$ cat config.mk
export PLATFORM = sky130hd
export DESIGN_NAME = alu_exec_md
export DESIGN_NICKNAME = d
export VERILOG_FILES = /design/src/rtl/alu_exec_md.sv
export SDC_FILE = /design/constraint.sdc
export NUM_CORES = 1
export LEC_CHECK = 0
export ABC_AREA = 1
export BUFFER_PORTS_ARGS = -buffer_cell sky130_fd_sc_hd__buf_2
export CORE_MARGIN = 5
export CORE_UTILIZATION = 30
export DETAILED_ROUTE_END_ITERATION = 8
export GPL_TIMING_DRIVEN = 0
export PLACE_DENSITY = 0.55
export SLEW_MARGIN = 20
export SYNTH_ARGS = -nofsm -noshare
export SYNTH_HDL_FRONTEND = slang
export SYNTH_SLANG_ARGS = --single-unit
$ cat constraint.sdc
create_clock -name clk -period 14.8 [get_ports clk]
set_clock_uncertainty 0.2 [all_clocks]
set_input_delay 4.44 -clock clk [delete_from_list [all_inputs] [get_ports clk]]
set_output_delay 4.44 -clock clk [all_outputs]
set_load 0.03 [all_outputs]
$ cat src/rtl/alu_exec_md.sv
// alu_exec_md: EXECUTE-stage ALU with ALUOp/funct decode, iterative
// MULT/MULTU/DIV/DIVU on a shared shift register, and architectural HI/LO.
// A valid/ready handshake stalls the pipeline while a multi-cycle op runs.
// Optional divider: define ALU_MULDIV_DIV_EN to build DIV/DIVU; without it
// those funct codes decode as illegal and div_by_zero is tied low.

module alu_exec_md #(
    parameter int WIDTH = 32
) (
    input  logic             clk,
    input  logic             rst,
    input  logic             valid_in,
    output logic             ready,
    input  logic [1:0]       ALUOp,
    input  logic [5:0]       funct,
    input  logic [WIDTH-1:0] a,
    input  logic [WIDTH-1:0] b,
    output logic             valid_out,
    output logic [WIDTH-1:0] result,
    output logic             zero,
    output logic             illegal,
    output logic             div_by_zero,
    output logic [WIDTH-1:0] hi,
    output logic [WIDTH-1:0] lo
);

    localparam int CW = $clog2(WIDTH);

    // Lower codes match the existing ALU decoder; upper codes are internal.
    typedef enum logic [3:0] {
        CTRL_AND   = 4'b0000,
        CTRL_OR    = 4'b0001,
        CTRL_ADD   = 4'b0010,
        CTRL_SUB   = 4'b0110,
        CTRL_SLT   = 4'b0111,
        CTRL_MULT  = 4'b1000,
        CTRL_MULTU = 4'b1001,
        CTRL_DIV   = 4'b1010,
        CTRL_DIVU  = 4'b1011,
        CTRL_MFHI  = 4'b1100,
        CTRL_MFLO  = 4'b1101,
        CTRL_ILL   = 4'b1111
    } aluCtrl_e;

    typedef enum logic [1:0] {
        S_IDLE,
        S_MUL,
        S_DIV,
        S_FIX
    } state_e;

    state_e                 r_state;
    state_e                 w_nextState;
    aluCtrl_e               w_ctrl;
    logic                   w_accept;
    logic                   w_isMul;
    logic                   w_isDiv;
    logic                   w_signedOp;
    logic [WIDTH-1:0]       w_aMag;
    logic [WIDTH-1:0]       w_bMag;
    logic [WIDTH-1:0]       w_aluRes;
    logic [CW-1:0]          r_count;
    logic [WIDTH-1:0]       r_pHi;
    logic [WIDTH-1:0]       r_pLo;
    logic [WIDTH-1:0]       r_mcand;
    logic                   r_negLo;
    logic [WIDTH:0]         w_mulSum;
    logic [2*WIDTH-1:0]     w_prod;
    logic [2*WIDTH-1:0]     w_prodNeg;
    logic [WIDTH-1:0]       w_fixHi;
    logic [WIDTH-1:0]       w_fixLo;

`ifdef ALU_MULDIV_DIV_EN
    logic                   w_bZero;
    logic [WIDTH:0]         w_divShift;
    logic [WIDTH-1:0]       w_divDiff;
    logic                   w_divBit;
    logic [WIDTH-1:0]       w_divRem;
    logic                   r_negHi;
    logic                   r_isDivOp;
    logic                   r_divZero;
    logic [WIDTH-1:0]       r_opA;
`endif

    // Translate ALUOp/funct into an internal control code.
    always_comb begin
        w_ctrl = CTRL_ILL;
        case (ALUOp)
            2'b00: w_ctrl = CTRL_ADD;
            2'b01: w_ctrl = CTRL_SUB;
            2'b10: begin
                case (funct)
                    6'b100000: w_ctrl = CTRL_ADD;
                    6'b100010: w_ctrl = CTRL_SUB;
                    6'b100100: w_ctrl = CTRL_AND;
                    6'b100101: w_ctrl = CTRL_OR;
                    6'b101010: w_ctrl = CTRL_SLT;
                    6'b011000: w_ctrl = CTRL_MULT;
                    6'b011001: w_ctrl = CTRL_MULTU;
`ifdef ALU_MULDIV_DIV_EN
                    6'b011010: w_ctrl = CTRL_DIV;
                    6'b011011: w_ctrl = CTRL_DIVU;
`endif
                    6'b010000: w_ctrl = CTRL_MFHI;
                    6'b010010: w_ctrl = CTRL_MFLO;
                    default:   w_ctrl = CTRL_ILL;
                endcase
            end
            default: w_ctrl = CTRL_ILL;
        endcase
    end

    assign w_accept   = valid_in && ready;
    assign w_isMul    = (w_ctrl == CTRL_MULT) || (w_ctrl == CTRL_MULTU);
    assign w_signedOp = (w_ctrl == CTRL_MULT) || (w_ctrl == CTRL_DIV);
`ifdef ALU_MULDIV_DIV_EN
    assign w_isDiv    = (w_ctrl == CTRL_DIV) || (w_ctrl == CTRL_DIVU);
    assign w_bZero    = (b == '0);
`else
    assign w_isDiv    = 1'b0;
`endif

    // Iterations run on magnitudes; the most-negative value maps onto itself,
    // which is already its correct unsigned magnitude.
    assign w_aMag = (w_signedOp && a[WIDTH-1]) ? (-a) : a;
    assign w_bMag = (w_signedOp && b[WIDTH-1]) ? (-b) : b;

    // Single-cycle result; MFHI/MFLO read the committed HI/LO registers.
    always_comb begin
        w_aluRes = '0;
        case (w_ctrl)
            CTRL_ADD:  w_aluRes = a + b;
            CTRL_SUB:  w_aluRes = a - b;
            CTRL_AND:  w_aluRes = a & b;
            CTRL_OR:   w_aluRes = a | b;
            CTRL_SLT:  w_aluRes = {{(WIDTH-1){1'b0}}, ($signed(a) < $signed(b))};
            CTRL_MFHI: w_aluRes = hi;
            CTRL_MFLO: w_aluRes = lo;
            default:   w_aluRes = '0;
        endcase
    end

    // One shift-add step: add the multiplicand when the low bit is set, then
    // shift the whole {carry, hi, lo} product right by one.
    assign w_mulSum = {1'b0, r_pHi} + (r_pLo[0] ? {1'b0, r_mcand} : '0);

`ifdef ALU_MULDIV_DIV_EN
    // One restoring-divide step: bring the next dividend bit into the partial
    // remainder and subtract the divisor when it fits. The remainder stays
    // below the divisor, so the low WIDTH bits of the difference are exact.
    assign w_divShift = {r_pHi, r_pLo[WIDTH-1]};
    assign w_divBit   = (w_divShift >= {1'b0, r_mcand});
    assign w_divDiff  = w_divShift[WIDTH-1:0] - r_mcand;
    assign w_divRem   = w_divBit ? w_divDiff : w_divShift[WIDTH-1:0];
`endif

    assign w_prod    = {r_pHi, r_pLo};
    assign w_prodNeg = -w_prod;

    // Sign correction and special cases applied while in FIX.
    always_comb begin
        {w_fixHi, w_fixLo} = r_negLo ? w_prodNeg : w_prod;
`ifdef ALU_MULDIV_DIV_EN
        if (r_isDivOp) begin
            if (r_divZero) begin
                w_fixHi = r_opA;
                w_fixLo = '1;
            end else begin
                w_fixLo = r_negLo ? (-r_pLo) : r_pLo;
                w_fixHi = r_negHi ? (-r_pHi) : r_pHi;
            end
        end
`endif
    end

    // State register.
    always_ff @(posedge clk or posedge rst) begin
        if (rst) begin
            r_state <= S_IDLE;
        end else begin
            r_state <= w_nextState;
        end
    end

    // Next-state logic: a zero divisor skips the iterations entirely.
    always_comb begin
        w_nextState = r_state;
        case (r_state)
            S_IDLE: begin
                if (w_accept && w_isMul) begin
                    w_nextState = S_MUL;
                end
`ifdef ALU_MULDIV_DIV_EN
                else if (w_accept && w_isDiv) begin
                    w_nextState = w_bZero ? S_FIX : S_DIV;
                end
`endif
            end
            S_MUL:   if (r_count == '0) w_nextState = S_FIX;
            S_DIV:   if (r_count == '0) w_nextState = S_FIX;
            S_FIX:   w_nextState = S_IDLE;
            default: w_nextState = S_IDLE;
        endcase
    end

    // Handshake output: only IDLE takes new work, including the completion cycle.
    always_comb begin
        ready = (r_state == S_IDLE);
    end

    // Iteration datapath: loads magnitudes on accept and steps once per cycle.
    always_ff @(posedge clk or posedge rst) begin
        if (rst) begin
            r_count <= '0;
            r_pHi   <= '0;
            r_pLo   <= '0;
            r_mcand <= '0;
            r_negLo <= 1'b0;
        end else begin
            case (r_state)
                S_IDLE: begin
                    if (w_accept && w_isMul) begin
                        r_count <= CW'(WIDTH - 1);
                        r_pHi   <= '0;
                        r_pLo   <= w_bMag;
                        r_mcand <= w_aMag;
                        r_negLo <= w_signedOp & (a[WIDTH-1] ^ b[WIDTH-1]);
                    end
`ifdef ALU_MULDIV_DIV_EN
                    else if (w_accept && w_isDiv) begin
                        r_count <= CW'(WIDTH - 1);
                        r_pHi   <= '0;
                        r_pLo   <= w_aMag;
                        r_mcand <= w_bMag;
                        r_negLo <= w_signedOp & (a[WIDTH-1] ^ b[WIDTH-1]);
                    end
`endif
                end
                S_MUL: begin
                    r_pHi <= w_mulSum[WIDTH:1];
                    r_pLo <= {w_mulSum[0], r_pLo[WIDTH-1:1]};
                    if (r_count != '0) r_count <= r_count - CW'(1);
                end
`ifdef ALU_MULDIV_DIV_EN
                S_DIV: begin
                    r_pHi <= w_divRem;
                    r_pLo <= {r_pLo[WIDTH-2:0], w_divBit};
                    if (r_count != '0) r_count <= r_count - CW'(1);
                end
`endif
                default: ;
            endcase
        end
    end

`ifdef ALU_MULDIV_DIV_EN
    // Divide bookkeeping captured at accept: remainder sign, zero divisor, raw dividend.
    always_ff @(posedge clk or posedge rst) begin
        if (rst) begin
            r_negHi   <= 1'b0;
            r_isDivOp <= 1'b0;
            r_divZero <= 1'b0;
            r_opA     <= '0;
        end else if (w_accept && (w_isMul || w_isDiv)) begin
            r_negHi   <= w_signedOp & a[WIDTH-1];
            r_isDivOp <= w_isDiv;
            r_divZero <= w_isDiv & w_bZero;
            r_opA     <= a;
        end
    end

    // Divide-by-zero flag changes only when a divide completes.
    always_ff @(posedge clk or posedge rst) begin
        if (rst) begin
            div_by_zero <= 1'b0;
        end else if ((r_state == S_FIX) && r_isDivOp) begin
            div_by_zero <= r_divZero;
        end
    end
`else
    assign div_by_zero = 1'b0;
`endif

    // Registered results: FIX commits HI/LO, single-cycle ops respond on accept.
    always_ff @(posedge clk or posedge rst) begin
        if (rst) begin
            valid_out <= 1'b0;
            result    <= '0;
            zero      <= 1'b0;
            illegal   <= 1'b0;
            hi        <= '0;
            lo        <= '0;
        end else begin
            valid_out <= 1'b0;
            if (r_state == S_FIX) begin
                valid_out <= 1'b1;
                result    <= w_fixLo;
                zero      <= (w_fixLo == '0);
                illegal   <= 1'b0;
                hi        <= w_fixHi;
                lo        <= w_fixLo;
            end else if (w_accept && !w_isMul && !w_isDiv) begin
                valid_out <= 1'b1;
                result    <= w_aluRes;
                zero      <= (w_aluRes == '0);
                illegal   <= (w_ctrl == CTRL_ILL);
            end
        end
    end

endmodule

==> results.py, run 1 <==
metrics = {
    "synthesis": {
        "synth_seq_area_share": 0.260,
        "synth-edff-count": 0,
        "netlist_area_um2": 19600,
        "syn-num-nets": 3276,
        "synth.top_cell.area_share": 0.260,
        "synth_cells": 3061,
        "synthTopCellsByArea": "dfrtp_1 (26%), nand2_1 (16%), ha_1 (8.8%), inv_1 (6.9%), nand3_1 (6.6%)",
        "synth_top_cell_by_area": "dfrtp_1",
        "yosysMostFrequentCell": "nand2_1",
        "ys_ff_latch": 203,
        "synth.distinct_cells": 57,
        "dominantRegCellSynth": "dfrtp_1",
        "synthArstFlopShare": 1.00,
        "avgSynthCellArea_um2": 6.39,
        "synthTopCellsByCount": "nand2_1 (808), inv_1 (362), nor2_1 (341)",
        "synth_warnings": 0,
    },
    "place": {
        "portBuffers": 174,
        "place_ws_ps": 6650,
        "place_inst": 4092,
        "dpl.hpwl_um": 83000,
        "gp_congestion": 1.05,
    },
    "timing": {
        "hold_viol": 0,
        "worst_pin_slew_ps": 984,
        "worst_slack_ps": 7070,
        "setup_tns_ps": 0,
        "fmax_mhz": 129,
        "min_period_ps": 7730,
        "finalMaxSlewViolations": 0,
        "relSlewSlack": 0.344,
        "grt_setup_unrepaired": "false",
        "setup_viol": 0,
        "fin_crit_sh": 0.522,
    },
    "global_route": {
        "grt-ovfl-total": 0,
        "antenna_found_initial": 5,
        "grt_pass1_wl_um": 142000,
        "grtUsageTotal": 0.269,
        "grt_max_degree": 90,
        "grt_pass1_vias": 20800,
    },
    "worst_setup_path": {
        "end_kind": "register",
        "cp.arrival_ps": 8010,
        "r2r_start": "r_pLo[0]$_DFFE_PP0P_",
        "worstReg2RegEnd": "r_pHi[31]$_DFFE_PP0P_",
        "worst-r2r-cell-count": 15,
        "endpoint": "zero$_DFFE_PP0P_",
        "worst-setup-path-type": "in2reg",
        "cp_max_fo": 10,
        "reg2reg_slack_ps": 11000,
        "cp-start-kind": "primary input",
        "cp_data_required_time_ps": 15080,
        "timing.critical_path.from": "a[15]",
    },
    "detailed_routing": {
        "dr.pass1.iters": 7,
        "ant_nets": 0,
        "via_per_inst": 5.34,
        "vias": 22100,
        "drtIter0Drc": 2429,
        "drcViolationCount": 0,
        "wl_per_cell_um": 24.0,
        "wl_um": 99200,
    },
    "clock_tree": {
        "clock-root-buffer": "clkbuf_16",
        "clk_latency_ps": 560,
        "clockBufferDepth": 3,
        "cts_tree": "yes",
        "holdBufCountCts": 0,
        "cts_sinks": 203,
        "cts_resized": 0,
        "path_clk_slew_ps": 70,
        "cts_buffers": 25,
        "cts_setup_buffers": 0,
        "htreeDepth": 1,
    },
    "pwr": {
        "powerDensity_nw_per_um2": 71.6,
        "irDropWorstVdd_mv": 0.0734,
        "power.total_w": 0.00161,
        "switching_power_w": 0.000564,
        "switching_share": 0.351,
        "internal_power_w": 0.00104,
        "clockPowerShare": 0.411,
        "comb_power_share": 0.239,
        "cellLeakagePower_nw": 11.8,
        "p_seq_frac": 0.350,
    },
    "final_layout": {
        "final_util": 0.348,
        "drive_gt1_frac": 0.0929,
        "fin_cells": 4142,
        "final_nets": 3479,
        "area_growth_pct": 14.8,
    },
    "floorplanning": {
        "fp.dieArea_um2": 70400,
        "die_h_um": 265,
        "die_w_um": 265,
        "io_pins": 176,
        "core_area_um2": 64500,
        "row_count": 93,
        "initial_core_util": 0.303,
    },
    "run_status": {
        "status": "complete, no violations",
    },
    "min_path": {
        "min_path_type": "reg2reg",
        "hold_depth": 2,
    },
    "run": {
        "maxCapViolCount": 0,
    },
}
[worst min-delay path by stage]
stage / startpoint / to / slack, ps
after floorplan: r_mcand[10]$_DFFE_PP0P_ / r_mcand[10]$_DFFE_PP0P_ / 250
after global placement: illegal$_DFFE_PP0P_ / illegal$_DFFE_PP0P_ / 260
after detailed placement: illegal$_DFFE_PP0P_ / illegal$_DFFE_PP0P_ / 270
after CTS: illegal$_DFFE_PP0P_ / illegal$_DFFE_PP0P_ / 290
after global routing: r_mcand[18]$_DFFE_PP0P_ / r_mcand[18]$_DFFE_PP0P_ / 300
final: illegal$_DFFE_PP0P_ / illegal$_DFFE_PP0P_ / 290
[worst max-delay path: stages]
cell and delay (ps):
buf_2 200, inv_1 180, ha_1 320, clkbuf_1 250
o21ai_0 520, inv_1 120, a21oi_1 320, o21ai_0 220
nand3_1 120, nand2_1 50, nand3_1 80, nand2_1 60
nor2_1 410, nand2_1 200, nor2_1 160, nand2_1 60
nor2_1 100, nand2_1 60, a21oi_1 140
[cells in the final DEF, fill, tap and decap left out, types with 62 or more instances in the layout]
cell type  Yosys  layout
nand2_1      808     808
inv_1        362     361
nor2_1       341     341
nand3_1      259     259
buf_2         35     209
dfrtp_1      203     203
o21ai_0      174     174
a21oi_1      157     157
ha_1         137     137
xor2_1       122     122
nand4_1       62      62
[metal layers]
layer,global-route usage,vias to the layer above,wire length (µm)
met1,0.381,10500,43800
met2,0.403,1077,41600
met5,0,-,0
li1,-,10400,-
met3,0.0521,182,8890
met4,0.108,0,4890
[state kept, by name, summed over array words and instances (netlist names)]
| signal | flops |
|---|---|
| illegal | 1 |
| zero | 1 |
| r_pLo | 32 |
| r_pHi | 32 |
| r_mcand | 32 |
| r_negLo | 1 |
| result | 32 |
| r_count | 5 |
| r_state | 2 |
| valid_out | 1 |
| lo | 32 |
| hi | 32 |
[metrics by stage]
stage	area (µm²)	hold WS, ps
floorplan	19600	249
global placement	21500	264
detailed placement	21600	271
CTS	22400	288
global route	22400	300
finish	22400	287
[power by group through the flow]
stage	clock (W)	combinational (W)	sequential, W
2_1_floorplan	0	0.000217	0.000572
3_3_place_gp	0	0.000369	0.000573
3_5_place_dp	0	0.000369	0.000572
4_1_cts	0.000667	0.000371	0.000562
5_1_grt	0.000692	0.000411	0.000563
6_report	0.000661	0.000383	0.000562
[final cells by class]
cell class | instances | area, µm²
clock inverter | 16 | 189
inverter | 378 | 1430
clock buffer | 30 | 684
tap | 855 | 1070
multi-input combinational | 2373 | 12600
timing repair buffer | 176 | 926
buffer | 107 | 464
fill | 7208 | 42000
antenna | 4 | 10.0
sequential | 203 | 5080
[cells by family after synthesis]
family	after synthesis	share of synthesized area
simple gates	1588	0.345
other cells	1	0.000192
compound gates	503	0.145
flops	203	0.260
fa+ha+maj	140	0.0907
buf+inv	485	0.0963
xor+xnor	141	0.0632
(Power assumes the default switching activity.)
==> run 2, diff against run 1 <==
--- a/config.mk
+++ b/config.mk
@@ -11,7 +11,7 @@
 export CORE_UTILIZATION = 30
 export DETAILED_ROUTE_END_ITERATION = 8
 export GPL_TIMING_DRIVEN = 0
-export PLACE_DENSITY = 0.55
+export PLACE_DENSITY = 0.57
 export SLEW_MARGIN = 20
 export SYNTH_ARGS = -nofsm -noshare
 export SYNTH_HDL_FRONTEND = slang
==> constraint.sdc (replaced) <==
create_clock -name clk -period 7 [get_ports clk]
set_clock_uncertainty 0.2 [all_clocks]
set_input_delay 2.1 -clock clk [delete_from_list [all_inputs] [get_ports clk]]
set_output_delay 2.1 -clock clk [all_outputs]
set_load 0.03 [all_outputs]
==> results.py, run 2 (synthesis results as in run 1) <==
metrics = {
    "global_route": {
        "use_met1": 0.366,
        "grt_max_degree": 33,
        "met3_usage": 0.0618,
        "grt_pass1_wl_um": 141000,
        "grt_pass1_vias": 20800,
        "grt-ovfl-total": 0,
        "grtUsageTotal": 0.267,
        "antenna_found_initial": 6,
        "busiest_layer": "met2",
        "use_met2": 0.413,
    },
    "clock_tree": {
        "path_clk_slew_ps": 60,
        "cts_tree": "yes",
        "cts_buffers": 24,
        "cts_resized": 0,
        "clock-root-buffer": "clkbuf_16",
        "cts_setup_buffers": 0,
        "htreeDepth": 1,
        "clockBufferDepth": 3,
        "holdBufCountCts": 0,
        "clk_latency_ps": 570,
        "cts_sinks": 203,
    },
    "final_layout": {
        "final_nets": 3483,
        "final_common_cell": "nand2_1",
        "fill_cells": 7201,
        "final_cell_mix": "nand2_1 (808), inv_1 (361), nor2_1 (341)",
        "fin_area_um2": 22500,
        "fin_cells": 4142,
        "area_growth_pct": 15.3,
        "drive_gt1_frac": 0.0932,
    },
    "place": {
        "place_inst": 4097,
        "dpl.hpwl_um": 83200,
        "gp_congestion": 1.06,
        "dpl_cell_area_um2": 21700,
        "portBuffers": 174,
        "place_ws_ps": 1170,
    },
    "min_path": {
        "hold_depth": 2,
        "hold_start": "r_mcand[17]$_DFFE_PP0P_",
        "min_delay_worst_endpoint": "r_mcand[17]$_DFFE_PP0P_",
        "min_path_type": "reg2reg",
    },
    "pwr": {
        "powerDensity_nw_per_um2": 153,
        "irDropWorstVdd_mv": 0.155,
        "power.total_w": 0.00344,
        "cellLeakagePower_nw": 11.8,
    },
    "worst_setup_path": {
        "cp_data_required_time_ps": 7280,
        "cpMostUsedCell": "nand2_1",
        "cp_slowest_stage_delay_ps": 330,
        "crit_family": "simple AND/OR/NAND/NOR gates",
        "cp-start-kind": "primary input",
        "reg2reg_slack_ps": 3470,
        "worst-r2r-cell-count": 15,
        "crit_slowest_cell": "ha_1",
        "critPathBufInv": 4,
        "end_kind": "register",
        "worst-setup-path-type": "in2reg",
        "cp_max_fo": 8,
        "path_cells": "buf_2 -> inv_1 -> ha_1 -> clkbuf_1 -> inv_1 -> nand2_1 -> nor2_1 -> nand2_1 -> nor3_1 -> nand2_1 -> nand3b_1 -> nand2_1 -> nand3_1 -> nand3_1 -> nor2_1 -> nand2_1 -> nor2_1 -> nand2_1 -> nor2_1 -> nand2_1 -> a21oi_1",
        "r2r_start": "r_pLo[0]$_DFFE_PP0P_",
        "worstReg2RegEnd": "r_pHi[31]$_DFFE_PP0P_",
        "cp.arrival_ps": 5680,
    },
    "timing": {
        "relSlewSlack": 0.421,
        "hold_viol": 0,
        "worst_slack_ps": 1600,
        "grt_setup_unrepaired": "false",
        "finalMaxSlewViolations": 0,
        "min_period_ps": 5400,
        "setup_tns_ps": 0,
        "setup_viol": 0,
        "fmax_mhz": 185,
        "worst_pin_slew_ps": 869,
        "fin_crit_sh": 0.771,
    },
    "detailed_routing": {
        "via_per_inst": 5.35,
        "drtIter0Drc": 2629,
        "wl_per_cell_um": 23.8,
        "ant_nets": 0,
        "dr.pass1.iters": 6,
        "wl_um": 98600,
        "vias": 22200,
        "drcViolationCount": 0,
    },
    "floorplanning": {
        "row_count": 93,
        "fp.dieArea_um2": 70400,
        "die_w_um": 265,
        "die_h_um": 265,
        "core_area_um2": 64500,
        "initial_core_util": 0.303,
        "io_pins": 176,
    },
    "run_status": {
        "status": "complete, no violations",
    },
    "run": {
        "maxCapViolCount": 0,
    },
}
-- run 2: cell count changes in the layout (fill, tap and decap cells not counted), sizes merged --
cell / delta
inv: -3
bufinv: +2
buf: +5
clkinvlp: -3
diode: -2
clkbuf: +1
-- run 2: report_power, final --
group | total, W | internal (W) | switching [W]
Combinational | 0.000820 | 0.000212 | 0.000608
Clock | 0.00143 | 0.000868 | 0.000565
Sequential | 0.00119 | 0.00118 | 0.00000785
Total | 0.00344 | 0.00226 | 0.00118
-- run 2: layout make-up --
class                      count  area (µm²)  share of cell area
clock buffer                  31         677              0.0300
multi-input combinational   2373       12600               0.559
buffer                       107         464              0.0206
clock inverter                12         205             0.00910
tap                          855        1070              0.0475
antenna                        2        5.00            0.000222
timing repair buffer         181        1030              0.0455
sequential                   203        5080               0.225
inverter                     378        1420              0.0631
-- run 2: worst max path at each step --
stage	start	to	slack [ps]	cells after the start
6_report	a[25]	zero$_DFFE_PP0P_	1600	21
5_1_grt	b[12]	zero$_DFFE_PP0P_	1400	18
3_5_place_dp	a[0]	zero$_DFFE_PP0P_	1170	22
2_1_floorplan	rst	hi[0]$_DFFE_PP0P_	2070	1
4_1_cts	a[0]	zero$_DFFE_PP0P_	1740	22
3_3_place_gp	rst	r_mcand[2]$_DFFE_PP0P_	560	2
-- run 2: worst register-to-register path, stage by stage (launching register included) --
cell,delay [ps]
dfrtp_1,330
buf_2,230
clkbuf_1,340
nand2_1,100
inv_1,70
ha_1,270
a21oi_1,160
nand2_1,100
a21boi_0,380
o21ai_0,310
nand3_1,140
nand3_1,160
nand2_1,100
o211ai_1,150
a221oi_1,260
o21ai_0,100
-- run 2: routing by layer --
metal  vias to the layer above  routed length (µm)
met4                         0                4450
li1                      10400                   -
met1                     10500               42600
met3                       171                9110
met5                         -                   0
met2                      1072               42500
-- run 2: metrics by stage --
| step | util | hold slack [ps] |
|---|---|---|
| 4_1_cts | 0.350 | 293 |
| 2_1_floorplan | - | 249 |
| 3_5_place_dp | 0.336 | 276 |
| 6_report | 0.350 | 289 |
| 5_1_grt | 0.350 | 319 |
| 3_3_place_gp | 0.333 | 264 |
==> run 3, diff against run 2 <==
--- a/config.mk
+++ b/config.mk
@@ -11,7 +11,7 @@
 export CORE_UTILIZATION = 30
 export DETAILED_ROUTE_END_ITERATION = 8
 export GPL_TIMING_DRIVEN = 0
-export PLACE_DENSITY = 0.57
+export PLACE_DENSITY = 0.55
 export SLEW_MARGIN = 20
 export SYNTH_ARGS = -nofsm -noshare
 export SYNTH_HDL_FRONTEND = slang
==> constraint.sdc (replaced) <==
create_clock -name clk -period 5.15 [get_ports clk]
set_clock_uncertainty 0.2 [all_clocks]
set_input_delay 1.545 -clock clk [delete_from_list [all_inputs] [get_ports clk]]
set_output_delay 1.545 -clock clk [all_outputs]
set_load 0.03 [all_outputs]
==> results.py, run 3 (synthesis results as in run 1) <==
metrics = {
    "timing": {
        "worst_slack_ps": 222,
        "hold_ws_ps": 283,
        "setup_viol": 0,
        "hold_viol": 0,
        "fmax_mhz": 203,
        "min_period_ps": 4930,
        "grt_setup_unrepaired": "false",
        "worst_pin_slew_ps": 898,
        "fin_crit_sh": 0.957,
        "finalMaxSlewViolations": 0,
        "relSlewSlack": 0.401,
    },
    "pwr": {
        "clockPowerShare": 0.420,
        "powerDensity_nw_per_um2": 209,
        "switching_share": 0.340,
        "p_seq_frac": 0.344,
        "irDropWorstVdd_mv": 0.232,
        "switching_power_w": 0.00160,
        "internal_power_w": 0.00311,
        "cellLeakagePower_nw": 11.8,
        "comb_power_share": 0.236,
    },
    "min_path": {
        "min_path_type": "reg2reg",
        "hold_start": "illegal$_DFFE_PP0P_",
    },
    "detailed_routing": {
        "dr.pass1.iters": 7,
        "wl_per_cell_um": 23.9,
        "drcViolationCount": 0,
        "vias": 22300,
        "ant_nets": 0,
        "drtIter0Drc": 2516,
        "via_per_inst": 5.38,
        "wl_um": 99000,
    },
    "global_route": {
        "grt_max_degree": 32,
        "grt-ovfl-total": 0,
        "antenna_found_initial": 2,
        "grt_pass1_wl_um": 142000,
        "grtUsageTotal": 0.268,
        "grt_pass1_vias": 20900,
    },
    "worst_setup_path": {
        "reg2reg_slack_ps": 1500,
        "end_kind": "register",
        "r2r_start": "r_pLo[0]$_DFFE_PP0P_",
        "cp-start-kind": "primary input",
        "cp_max_fo": 10,
        "cp.arrival_ps": 5210,
        "timing.critical_path.from": "a[17]",
        "worst-setup-path-type": "in2reg",
        "cp_data_required_time_ps": 5430,
    },
    "final_layout": {
        "fill_cells": 7232,
        "drive_gt1_frac": 0.0928,
        "fin_area_um2": 22500,
        "final_cell_mix": "nand2_1 (808), inv_1 (361), nor2_1 (341)",
        "final_nets": 3485,
        "area_growth_pct": 15.3,
        "fin_cells": 4145,
        "final_common_cell": "nand2_1",
    },
    "run": {
        "maxCapViolCount": 0,
    },
    "clock_tree": {
        "cts_sinks": 203,
        "cts_tree": "yes",
        "cts_resized": 0,
        "cts_buffers": 26,
        "clk_latency_ps": 560,
        "htreeDepth": 1,
        "cts_setup_buffers": 0,
        "clockBufferDepth": 3,
        "holdBufCountCts": 0,
        "clock-root-buffer": "clkbuf_16",
        "path_clk_slew_ps": 60,
    },
    "place": {
        "portBuffers": 174,
        "gp_congestion": 1.03,
        "dpl_cell_area_um2": 21600,
        "dpl.hpwl_um": 83100,
        "place_ws_ps": -72.2,
        "place_inst": 4097,
    },
    "floorplanning": {
        "fp.dieArea_um2": 70400,
        "row_count": 93,
        "die_h_um": 265,
        "initial_core_util": 0.303,
        "io_pins": 176,
        "core_area_um2": 64500,
        "die_w_um": 265,
    },
    "run_status": {
        "status": "complete, no violations",
    },
}
## run 3: final cells by class
class,instances,area [µm²],area share
buffer,107,464,0.0206
sequential,203,5080,0.225
tap,855,1070,0.0474
clock buffer,37,753,0.0334
antenna,2,5.00,0.000222
multi-input combinational,2373,12600,0.558
clock inverter,9,153,0.00677
inverter,378,1420,0.0631
timing repair buffer,181,1010,0.0448
## run 3: through the flow
stage / setup TNS, ps / power [W] / util
after floorplan: 0 / 0.00227 / -
after global placement: -148300 / 0.00271 / 0.333
after detailed placement: -72.2 / 0.00271 / 0.336
after CTS: 0 / 0.00468 / 0.350
after global routing: 0 / 0.00486 / 0.350
final: 0 / 0.00471 / 0.350
## run 3: worst paths after layout
kind,endpoint,cells past startpoint
worst max-delay path,zero$_DFFE_PP0P_,21
worst min-delay path,illegal$_DFFE_PP0P_,2
worst max register to register,r_pHi[31]$_DFFE_PP0P_,15
worst min register to register,illegal$_DFFE_PP0P_,2
max in group asynchronous,r_mcand[13]$_DFFE_PP0P_,5
min in group asynchronous,hi[25]$_DFFE_PP0P_,2
## run 3: worst max-delay path, cell delays in order
cell and delay (ps):
buf_2 230, inv_1 190, ha_1 320, clkbuf_1 250, nor2_1 200, inv_1 70
nor2_1 180, inv_1 60, o21ai_0 500, inv_1 140, nand3_1 110, nand2_1 50
nand3_1 130, nand3_1 240, nor2_1 350, nand2_1 100, nor2_1 150, nand2_1 70
nor2_1 110, nand2_1 70, a21oi_1 110
## run 3: metal layers
metal | vias up | part of all wire | track usage
li1 | 10400 | - | -
met4 | 0 | 0.046 | 0.100
met5 | - | 0 | 0
met2 | 1125 | 0.43 | 0.410
met3 | 168 | 0.091 | 0.0559
met1 | 10600 | 0.43 | 0.373
## run 3: power groups by stage
| stage | Clock (W) | Combinational, W | Sequential, W |
|---|---|---|---|
| after detailed placement | 0 | 0.00107 | 0.00165 |
| after floorplan | 0 | 0.000625 | 0.00164 |
| after CTS | 0.00199 | 0.00108 | 0.00162 |
| after global routing | 0.00206 | 0.00119 | 0.00162 |
| after global placement | 0 | 0.00106 | 0.00165 |
| final | 0.00198 | 0.00111 | 0.00162 |
